==> config.mk <==
export PLATFORM = sky130hd
export DESIGN_NAME = dbg_bus_arb_flat
export DESIGN_NICKNAME = d
export VERILOG_FILES = /design/src/rtl/dbg_bus_arb_pkg.sv /design/src/rtl/dbg_bus_arb_if.sv /design/src/rtl/dbg_bus_arb_rr_pick.sv /design/src/rtl/dbg_bus_arb.sv /design/src/flat_wrapper.sv
export SDC_FILE = /design/constraint.sdc
export NUM_CORES = 1
export LEC_CHECK = 0
export ABC_AREA = 1
export ABC_CLOCK_PERIOD_IN_PS = 1400
export CAP_MARGIN = 20
export CORE_ASPECT_RATIO = 0.6
export CORE_MARGIN = 5
export CORE_UTILIZATION = 35
export DETAILED_ROUTE_END_ITERATION = 16
export GPL_TIMING_DRIVEN = 0
export PLACE_DENSITY = 0.82
export RECOVER_POWER = 100
export SYNTH_ARGS = -nofsm -noshare
export SYNTH_HDL_FRONTEND = slang
export SYNTH_SLANG_ARGS = --single-unit
==> constraint.sdc <==
create_clock -name clk_i -period 1.4 [get_ports clk_i]
set_input_delay 0.28 -clock clk_i [delete_from_list [all_inputs] [get_ports clk_i]]
set_output_delay 0.28 -clock clk_i [all_outputs]
set_load 0.05 [all_outputs]
==> src/rtl/dbg_bus_arb_pkg.sv <==
// Shared debug-bus arbiter package.
// Holds the arbiter state encoding, the captured request record and a small
// round-robin pointer helper. The request record is sized for the widest debug
// bus in use (DbgBusAw/DbgBusDw). Arbiter instances with narrower AW/DW
// zero-extend into it and slice back out.
package dbg_bus_arb_pkg;

  localparam int unsigned DbgBusAw = 32;
  localparam int unsigned DbgBusDw = 32;
  localparam int unsigned DbgBusBw = DbgBusDw / 8;

  typedef enum logic [1:0] {
    IDLE     = 2'd0,
    ISSUE    = 2'd1,
    WAIT_RSP = 2'd2
  } dbg_bus_arb_state_e;

  typedef struct packed {
    logic [DbgBusAw-1:0] addr;
    logic                we;
    logic [DbgBusDw-1:0] wdata;
    logic [DbgBusBw-1:0] be;
    logic [1:0]          size;
  } dbg_bus_req_t;

  // Index of the requester after idx, wrapping from n-1 back to 0.
  function automatic int unsigned rr_next(input int unsigned idx, input int unsigned n);
    if (idx + 32'd1 >= n) begin
      return 32'd0;
    end else begin
      return idx + 32'd1;
    end
  endfunction

endpackage

==> src/rtl/dbg_bus_arb_if.sv <==
// Debug-bus arbiter interface.
// Bundles the requester-side req/gnt/rvalid bus and the downstream host-adapter
// bus. Signal suffixes describe the direction as seen by the arbiter.
//   slave  : arbiter view (requests in, grants/responses out, downstream out)
//   master : environment view (requesters plus host adapter)
interface dbg_bus_arb_if #(
  parameter int unsigned NumReq = 2,
  parameter int unsigned AW     = 32,
  parameter int unsigned DW     = 32
);
  // requester side
  logic [NumReq-1:0]          req_i;
  logic [NumReq-1:0]          gnt_o;
  logic [NumReq*AW-1:0]       addr_i;
  logic [NumReq-1:0]          we_i;
  logic [NumReq*DW-1:0]       wdata_i;
  logic [NumReq*(DW/8)-1:0]   be_i;
  logic [NumReq*2-1:0]        size_i;
  logic [NumReq-1:0]          rvalid_o;
  logic [DW-1:0]              rdata_o;
  logic                       err_o;
  // downstream host-adapter side
  logic                       down_req_o;
  logic                       down_gnt_i;
  logic [AW-1:0]              down_addr_o;
  logic                       down_we_o;
  logic [DW-1:0]              down_wdata_o;
  logic [DW/8-1:0]            down_be_o;
  logic [1:0]                 down_size_o;
  logic                       down_rvalid_i;
  logic [DW-1:0]              down_rdata_i;

  modport slave (
    input  req_i, addr_i, we_i, wdata_i, be_i, size_i,
    output gnt_o, rvalid_o, rdata_o, err_o,
    output down_req_o, down_addr_o, down_we_o, down_wdata_o, down_be_o, down_size_o,
    input  down_gnt_i, down_rvalid_i, down_rdata_i
  );

  modport master (
    output req_i, addr_i, we_i, wdata_i, be_i, size_i,
    input  gnt_o, rvalid_o, rdata_o, err_o,
    input  down_req_o, down_addr_o, down_we_o, down_wdata_o, down_be_o, down_size_o,
    output down_gnt_i, down_rvalid_i, down_rdata_i
  );

endinterface

==> src/rtl/dbg_bus_arb_rr_pick.sv <==
// dbg_rr_pick: combinational round-robin priority picker.
// Returns the first asserted request at or after ptr, searching upward modulo
// NumReq, as a one-hot vector plus its index.
//   req        in   NumReq  request vector
//   ptr        in   IdxW    search start position (must be < NumReq)
//   winner_oh  out  NumReq  one-hot winner (all zero when no request)
//   winner_idx out  IdxW    winner index (0 when no request)
//   winner_vld out  1       any request present
module dbg_rr_pick #(
  parameter int unsigned NumReq = 2,
  parameter int unsigned IdxW   = $clog2(NumReq)
) (
  input  logic [NumReq-1:0] req,
  input  logic [IdxW-1:0]   ptr,
  output logic [NumReq-1:0] winner_oh,
  output logic [IdxW-1:0]   winner_idx,
  output logic              winner_vld
);

  logic [NumReq-1:0] oh_s;
  logic [IdxW-1:0]   idx_s;
  logic              vld_s;
  logic [IdxW-1:0]   pos_s;

  // Rotating priority search: the first hit starting from ptr wins.
  always_comb begin
    oh_s  = '0;
    idx_s = '0;
    vld_s = 1'b0;
    pos_s = '0;
    for (int i = 0; i < NumReq; i++) begin
      pos_s = IdxW'((32'(ptr) + 32'(i)) % NumReq);
      if (!vld_s && req[pos_s]) begin
        vld_s       = 1'b1;
        idx_s       = pos_s;
        oh_s[pos_s] = 1'b1;
      end else begin
        vld_s = vld_s;
      end
    end
  end

  assign winner_oh  = oh_s;
  assign winner_idx = idx_s;
  assign winner_vld = vld_s;

endmodule

==> src/rtl/dbg_bus_arb.sv <==
// dbg_bus_arb: round-robin arbiter sharing the debug module's single
// system-bus host port between NumReq requesters.
// One transaction is in flight at a time: a request is captured in IDLE, issued
// downstream in ISSUE, and its response is routed back to the owner in WAIT_RSP.
// Ports:
//   clk_i   in  clock
//   rst_ni  in  asynchronous active-low reset
//   bus     dbg_bus_arb_if.slave: requester req/gnt/rvalid bus and downstream
//           host-adapter request/response bus
// Optional feature macro: DBG_BUS_ARB_TIMEOUT_EN. When defined, a response
// watchdog forces an error response after TimeoutCycles WAIT_RSP cycles.
// When undefined, err_o is tied low and WAIT_RSP waits indefinitely.
// AW/DW must not exceed the package request-record widths.
module dbg_bus_arb
  import dbg_bus_arb_pkg::*;
#(
  parameter int unsigned NumReq        = 2,
  parameter int unsigned AW            = DbgBusAw,
  parameter int unsigned DW            = DbgBusDw,
  parameter int unsigned TimeoutCycles = 1024
) (
  input  logic          clk_i,
  input  logic          rst_ni,
  dbg_bus_arb_if.slave  bus
);

  localparam int unsigned IdxW = $clog2(NumReq);
  localparam int unsigned BW   = DW / 8;

  dbg_bus_arb_state_e state_r, state_s;
  logic [IdxW-1:0]    ptr_r, ptr_s;
  logic [IdxW-1:0]    owner_r, owner_s;
  dbg_bus_req_t       cap_r, cap_s;
  dbg_bus_req_t       sel_req_s;

  logic [NumReq-1:0]  win_oh_s;
  logic [IdxW-1:0]    win_idx_s;
  logic               win_vld_s;

  logic [NumReq-1:0]  gnt_s;
  logic [NumReq-1:0]  rvalid_s;
  logic [DW-1:0]      rdata_s;
  logic               err_s;
  logic               down_req_s;
  logic               timeout_s;

  dbg_rr_pick #(
    .NumReq (NumReq),
    .IdxW   (IdxW)
  ) u_rr_pick (
    .req        (bus.req_i),
    .ptr        (ptr_r),
    .winner_oh  (win_oh_s),
    .winner_idx (win_idx_s),
    .winner_vld (win_vld_s)
  );

  // Gather the winning requester's fields out of the flattened buses.
  always_comb begin
    sel_req_s = '0;
    for (int k = 0; k < NumReq; k++) begin
      if (win_idx_s == IdxW'(k)) begin
        sel_req_s.addr  = DbgBusAw'(bus.addr_i[k*AW +: AW]);
        sel_req_s.we    = bus.we_i[k];
        sel_req_s.wdata = DbgBusDw'(bus.wdata_i[k*DW +: DW]);
        sel_req_s.be    = DbgBusBw'(bus.be_i[k*BW +: BW]);
        sel_req_s.size  = bus.size_i[k*2 +: 2];
      end else begin
        sel_req_s = sel_req_s;
      end
    end
  end

`ifdef DBG_BUS_ARB_TIMEOUT_EN
  localparam int unsigned CntW = $clog2(TimeoutCycles);
  logic [CntW-1:0] cnt_r;

  // Watchdog counter: zeroed while issuing, so it starts at 0 on WAIT_RSP entry.
  always_ff @(posedge clk_i or negedge rst_ni) begin
    if (!rst_ni) begin
      cnt_r <= '0;
    end else if (state_r == ISSUE) begin
      cnt_r <= '0;
    end else if (state_r == WAIT_RSP) begin
      cnt_r <= cnt_r + CntW'(1);
    end else begin
      cnt_r <= cnt_r;
    end
  end

  assign timeout_s = (state_r == WAIT_RSP) && (cnt_r == CntW'(TimeoutCycles - 1));
`else
  assign timeout_s = 1'b0;
`endif

  // Next-state and output decode; a real response takes priority over a timeout.
  always_comb begin
    state_s    = state_r;
    ptr_s      = ptr_r;
    owner_s    = owner_r;
    cap_s      = cap_r;
    gnt_s      = '0;
    rvalid_s   = '0;
    rdata_s    = '0;
    err_s      = 1'b0;
    down_req_s = 1'b0;
    case (state_r)
      IDLE: begin
        if (win_vld_s) begin
          gnt_s   = win_oh_s;
          cap_s   = sel_req_s;
          owner_s = win_idx_s;
          ptr_s   = IdxW'(rr_next(32'(win_idx_s), NumReq));
          state_s = ISSUE;
        end else begin
          state_s = IDLE;
        end
      end
      ISSUE: begin
        down_req_s = 1'b1;
        if (bus.down_gnt_i) begin
          state_s = WAIT_RSP;
        end else begin
          state_s = ISSUE;
        end
      end
      WAIT_RSP: begin
        if (bus.down_rvalid_i) begin
          rvalid_s = {{(NumReq-1){1'b0}}, 1'b1} << owner_r;
          rdata_s  = bus.down_rdata_i;
          state_s  = IDLE;
        end else if (timeout_s) begin
          rvalid_s = {{(NumReq-1){1'b0}}, 1'b1} << owner_r;
          err_s    = 1'b1;
          state_s  = IDLE;
        end else begin
          state_s = WAIT_RSP;
        end
      end
      default: begin
        state_s = IDLE;
      end
    endcase
  end

  // State, pointer, owner and capture registers.
  always_ff @(posedge clk_i or negedge rst_ni) begin
    if (!rst_ni) begin
      state_r <= IDLE;
      ptr_r   <= '0;
      owner_r <= '0;
      cap_r   <= '0;
    end else begin
      state_r <= state_s;
      ptr_r   <= ptr_s;
      owner_r <= owner_s;
      cap_r   <= cap_s;
    end
  end

  assign bus.gnt_o        = gnt_s;
  assign bus.rvalid_o     = rvalid_s;
  assign bus.rdata_o      = rdata_s;
  assign bus.err_o        = err_s;
  assign bus.down_req_o   = down_req_s;
  assign bus.down_addr_o  = cap_r.addr[AW-1:0];
  assign bus.down_we_o    = cap_r.we;
  assign bus.down_wdata_o = cap_r.wdata[DW-1:0];
  assign bus.down_be_o    = cap_r.be[BW-1:0];
  assign bus.down_size_o  = cap_r.size;

endmodule

==> src/flat_wrapper.sv <==
// flat-port wrapper written by rule: the top's interface ports become plain ports
module dbg_bus_arb_flat import dbg_bus_arb_pkg::*;
#(
  parameter int unsigned NumReq        = 2,
  parameter int unsigned AW            = DbgBusAw,
  parameter int unsigned DW            = DbgBusDw,
  parameter int unsigned TimeoutCycles = 1024
)
  (clk_i, rst_ni, bus_req_i, bus_addr_i, bus_we_i, bus_wdata_i, bus_be_i, bus_size_i, bus_gnt_o, bus_rvalid_o, bus_rdata_o, bus_err_o, bus_down_req_o, bus_down_addr_o, bus_down_we_o, bus_down_wdata_o, bus_down_be_o, bus_down_size_o, bus_down_gnt_i, bus_down_rvalid_i, bus_down_rdata_i);
  dbg_bus_arb_if #(.NumReq(NumReq), .AW(AW), .DW(DW)) bus_i ();
  input  logic clk_i;
  input  logic rst_ni;
  input wire logic [$bits(bus_i.req_i)-1:0] bus_req_i;
  input wire logic [$bits(bus_i.addr_i)-1:0] bus_addr_i;
  input wire logic [$bits(bus_i.we_i)-1:0] bus_we_i;
  input wire logic [$bits(bus_i.wdata_i)-1:0] bus_wdata_i;
  input wire logic [$bits(bus_i.be_i)-1:0] bus_be_i;
  input wire logic [$bits(bus_i.size_i)-1:0] bus_size_i;
  output wire logic [$bits(bus_i.gnt_o)-1:0] bus_gnt_o;
  output wire logic [$bits(bus_i.rvalid_o)-1:0] bus_rvalid_o;
  output wire logic [$bits(bus_i.rdata_o)-1:0] bus_rdata_o;
  output wire logic [$bits(bus_i.err_o)-1:0] bus_err_o;
  output wire logic [$bits(bus_i.down_req_o)-1:0] bus_down_req_o;
  output wire logic [$bits(bus_i.down_addr_o)-1:0] bus_down_addr_o;
  output wire logic [$bits(bus_i.down_we_o)-1:0] bus_down_we_o;
  output wire logic [$bits(bus_i.down_wdata_o)-1:0] bus_down_wdata_o;
  output wire logic [$bits(bus_i.down_be_o)-1:0] bus_down_be_o;
  output wire logic [$bits(bus_i.down_size_o)-1:0] bus_down_size_o;
  input wire logic [$bits(bus_i.down_gnt_i)-1:0] bus_down_gnt_i;
  input wire logic [$bits(bus_i.down_rvalid_i)-1:0] bus_down_rvalid_i;
  input wire logic [$bits(bus_i.down_rdata_i)-1:0] bus_down_rdata_i;
  assign bus_i.req_i = bus_req_i;
  assign bus_i.addr_i = bus_addr_i;
  assign bus_i.we_i = bus_we_i;
  assign bus_i.wdata_i = bus_wdata_i;
  assign bus_i.be_i = bus_be_i;
  assign bus_i.size_i = bus_size_i;
  assign bus_gnt_o = bus_i.gnt_o;
  assign bus_rvalid_o = bus_i.rvalid_o;
  assign bus_rdata_o = bus_i.rdata_o;
  assign bus_err_o = bus_i.err_o;
  assign bus_down_req_o = bus_i.down_req_o;
  assign bus_down_addr_o = bus_i.down_addr_o;
  assign bus_down_we_o = bus_i.down_we_o;
  assign bus_down_wdata_o = bus_i.down_wdata_o;
  assign bus_down_be_o = bus_i.down_be_o;
  assign bus_down_size_o = bus_i.down_size_o;
  assign bus_i.down_gnt_i = bus_down_gnt_i;
  assign bus_i.down_rvalid_i = bus_down_rvalid_i;
  assign bus_i.down_rdata_i = bus_down_rdata_i;
  dbg_bus_arb #(.NumReq(NumReq), .AW(AW), .DW(DW), .TimeoutCycles(TimeoutCycles)) u_core (.clk_i(clk_i), .rst_ni(rst_ni), .bus(bus_i));
endmodule
==> results.txt <==
----------------------------------------------------
[Finish]
  Area Growth Syn to Fin ... 135%
  Layout cell share with drive strength beyond 1 ... 0.433
  Antenna cell count ... 0
  Count of fill cells added during filler insertion ... 509
  Post-layout nets ... 1013
  Fin util ... 0.856

[Drt]
  Post-route DRC violation count ... 0
  Met2 wire length ... 11.9 mm
  Met3 routed wirelength ... 2.29 mm
  Antenna-violating nets left ... 0
  Mean routed wirelength per cell ... 24.3 um
  Routed vias ... 5657
  Total length of routed wires ... 23.7 mm
  Number of vias per cell ... 5.80
  Total routed wire length on the met1 layer ... 8.42 mm
  Drt first pass iters ... 7
  Iter 0 DRT Violations ... 385
  Highest metal layer with signal wires ... met4

[Setup path]
  Endpoint kind of the worst setup timing path ... output pin
  CP top delay family ... simple AND/OR/NAND/NOR gates
  Cell Chain, Critical Path ... inv_2 > nor2_4 > nand2_8 > buf_12 > nor2_4 > buf_8
  Peak per-stage delay on the critical path ... 0.39 ns
  Buffers and inverters on the worst path ... 3
  Cell type of the slowest stage on the worst timing path ... sky130_fd_sc_hd__dfrtp_1
  Launching element type of the critical path ... flip-flop
  Data arrival time of the critical path ... 1.63 ns
  Setup Crit Path Kind ... flip-flop to output pin
  Crit path top cell by count ... sky130_fd_sc_hd__nor2_4
  Required time at the worst-slack endpoint ... 1.12 ns
  Critical path peak fanout ... 8

[Global route]
  Global-route wire length before repair ... 31.4 mm
  Pin count of the biggest net entering global routing ... 45
  Initial antenna violation count ... 0
  Global routing usage summed across all routing layers ... 0.296
  GRT overflow ... 0
  Via count of the first global-routing pass ... 5600

[Power and ir drop]
  Power Density ... 2410 mW/mm2
  Worst ir drop on vdd ... 0.00143 V
  Static power due to leakage ... 4.09 nW
  Total power ... 22.2 mW

[Place]
  Worst setup slack after placement ... -1.33 ns
  HPWL Detailed ... 13.8 mm
  # port buffers ... 286
  Final weighted congestion of routability-driven global placement ... 0.914

[Run status]
  Status ... finished with violations
  Violations in the final reports ... negative setup slack

[Min path]
  Worst min-delay path category ... input port to flip-flop

[Yosys]
  Synth top area share ... 0.479
  Most used standard cell by instance count after synthesis ... sky130_fd_sc_hd__nand3_1
  Main flop type after synthesis ... sky130_fd_sc_hd__dfrtp_1
  Main area contributors after synthesis ... sky130_fd_sc_hd__dfrtp_1 48%, sky130_fd_sc_hd__nand3_1 18%, sky130_fd_sc_hd__nand4_1 11%
  Area of the mapped netlist ... 0.00392 mm2
  Post-synthesis cell type with the largest combined area ... sky130_fd_sc_hd__dfrtp_1
  Number of warnings reported in the yosys synthesis log ... 0
  #FFs+latches synth ... 75
  Part of the Yosys area used for sequential elements ... 0.479
  Share of async-settable or async-resettable flops after synthesis ... 1.00
  Synth cell count leaders ... 142 x sky130_fd_sc_hd__nand3_1, 80 x sky130_fd_sc_hd__nand2_1, 75 x sky130_fd_sc_hd__dfrtp_1
  Post-synth EDFFs ... 0
  Average size of a mapped cell ... 7.84 um2
  Syn nets ... 680
  Synth cell types ... 17
  Synthesized netlist cell count ... 500

[Clock tree]
  Cell at the root of the clock tree ... sky130_fd_sc_hd__clkbuf_16
  Clock Tree Buf Depth ... 2
  Number of clock sinks seen by CTS ... 75
  Clock tree from TritonCTS ... done
  H-tree levels ... 3
  Number of clock buffers inserted by TritonCTS ... 9
  Clock input transition at the sequential cells of the worst setup and hold paths ... 0.06 ns
  Later-pin clock latency in the skew report ... 0.35 ns

[Die]
  Overall die height ... 92.0 um
  Area of the core ... 0.0107 mm2
  Initial core utilization ... 0.365
  Area of the die ... 0.0135 mm2
  Placement Rows ... 29
  Io pins ... 289
  Die W ... 147 um

[Timing]
  Number of setup violations in the final report ... 113
  Setup Skew ... 0.00945 ns
  Number of slew-limit violations in the final report ... 0
  Tightest Pin Transition ... 0.888 ns
  Worst hold slack after final layout ... 0.327 ns
  RSZ-0062 raised after global routing ... yes
  Timing-limited maximum frequency ... 523 MHz
  Final hold vios ... 0
  Sum of negative setup slack ... -37.53 ns
  Portion of the clock cycle consumed by the worst path in the final layout ... 1.37
  Worst Setup Slack, final ... -0.512 ns
  Remaining max-slew budget at the tightest pin ... 0.408
  Crit path time final ... 1.91 ns

[Job]
  Total of max-cap violations ... 0

----------------------------------------------------
where the power goes:
part | internal [mW] | switching [mW]
Clock | 1.72 | 0.976
Combinational | 5.90 | 9.55
Sequential | 3.26 | 0.786
layer usage:
metal,track usage,vias to the layer above
met5,0,-
met2,0.520,410
met3,0.0872,89
met4,0.103,0
li1,-,2385
met1,0.346,2773
cell families (layout without fill, tap and decap cells):
group / Yosys count / count (layout) / synth area share
other: 1 / 1 / 0.000957
buffers and inverters: 88 / 424 / 0.103
AND/OR/NAND/NOR: 332 / 332 / 0.411
AO/OA/AOI/OAI: 4 / 4 / 0.00574
flip-flops: 75 / 75 / 0.479
placed cells by master, fill, tap and decap left out, types with 2 or more instances in the layout:
cell type | Yosys | routed
sky130_fd_sc_hd__buf_12 | 0 | 11
sky130_fd_sc_hd__buf_16 | 0 | 5
sky130_fd_sc_hd__buf_2 | 18 | 12
sky130_fd_sc_hd__buf_4 | 12 | 21
sky130_fd_sc_hd__buf_6 | 1 | 39
sky130_fd_sc_hd__buf_8 | 0 | 26
sky130_fd_sc_hd__bufinv_16 | 0 | 3
sky130_fd_sc_hd__clkbuf_1 | 19 | 14
sky130_fd_sc_hd__clkbuf_16 | 0 | 11
sky130_fd_sc_hd__clkbuf_8 | 0 | 2
sky130_fd_sc_hd__clkdlybuf4s15_2 | 0 | 54
sky130_fd_sc_hd__clkdlybuf4s18_2 | 0 | 6
sky130_fd_sc_hd__clkdlybuf4s50_1 | 0 | 176
sky130_fd_sc_hd__dfrtp_1 | 75 | 74
sky130_fd_sc_hd__inv_1 | 37 | 35
sky130_fd_sc_hd__inv_2 | 1 | 3
sky130_fd_sc_hd__nand2_1 | 80 | 75
sky130_fd_sc_hd__nand2_2 | 1 | 3
sky130_fd_sc_hd__nand2_4 | 0 | 2
sky130_fd_sc_hd__nand3_1 | 142 | 23
sky130_fd_sc_hd__nand3_2 | 0 | 97
sky130_fd_sc_hd__nand3_4 | 0 | 22
sky130_fd_sc_hd__nand4_1 | 71 | 71
sky130_fd_sc_hd__nor2_2 | 0 | 8
sky130_fd_sc_hd__nor2_4 | 1 | 30
cell type report:
| cell class | instances | area, um2 | area share |
|---|---|---|---|
| clock inverters | 5 | 104 | 0.0113 |
| flip-flops and latches | 75 | 1880 | 0.204 |
| repair buffers | 327 | 3540 | 0.384 |
| multi-input cells | 337 | 2680 | 0.291 |
| clock buffers | 9 | 225 | 0.0245 |
| plain buffers | 45 | 460 | 0.0501 |
| inverters | 38 | 143 | 0.0155 |
| well taps | 139 | 174 | 0.0189 |
final timing paths:
| check | cells after the start | start | end | slack [ns] |
|---|---|---|---|---|
| worst max register to register | 11 | u_core.state_r[1] | u_core.bus.down_addr_o[13] | -0.37 |
| max in group asynchronous | 3 | rst_ni | u_core.state_r[0] | 0.06 |
| worst max-delay path | 6 | u_core.state_r[1] | bus_rdata_o[14] | -0.51 |
| min in group asynchronous | 2 | rst_ni | u_core.bus.down_be_o[3] | 0.60 |
| worst min-delay path | 3 | bus_req_i[0] | u_core.bus.down_wdata_o[4] | 0.33 |
| worst min register to register | 2 | u_core.bus.down_addr_o[7] | u_core.bus.down_addr_o[7] | 0.49 |
timing repair:
action / CTS / global route
hold buffers: 1 / 0
endpoints found under the setup margin: 181 / 123
gates cloned: 11 / 0
setup buffers: 19 / 11
pin swaps: 15 / 54
resized for setup: 630 / 182
endpoints found under the hold margin: 31 / 0
worst min-delay path, cell delays in order:
cell and delay (ns):
sky130_fd_sc_hd__buf_4 0.17, sky130_fd_sc_hd__nand4_1 0.10, sky130_fd_sc_hd__nand3_1 0.06
registers in the layout, summed over array words and instances, names as in the netlist:
signal and cells:
u_core.bus.down_addr_o 32, u_core.bus.down_wdata_o 32, u_core.bus.down_be_o 4, u_core.bus.down_size_o 2
u_core.state_r 2, u_core.bus.down_we_o 1, u_core.owner_r 1, u_core.ptr_r 1
through the flow:
step | instance area (um2) | std cells
2_1_floorplan | 4030 | 500
3_3_place_gp | 7060 | 925
3_5_place_dp | 7090 | 926
4_1_cts | 8390 | 968
5_1_grt | 9200 | 975
6_report | 9200 | 975
(Power assumes the default switching activity.)
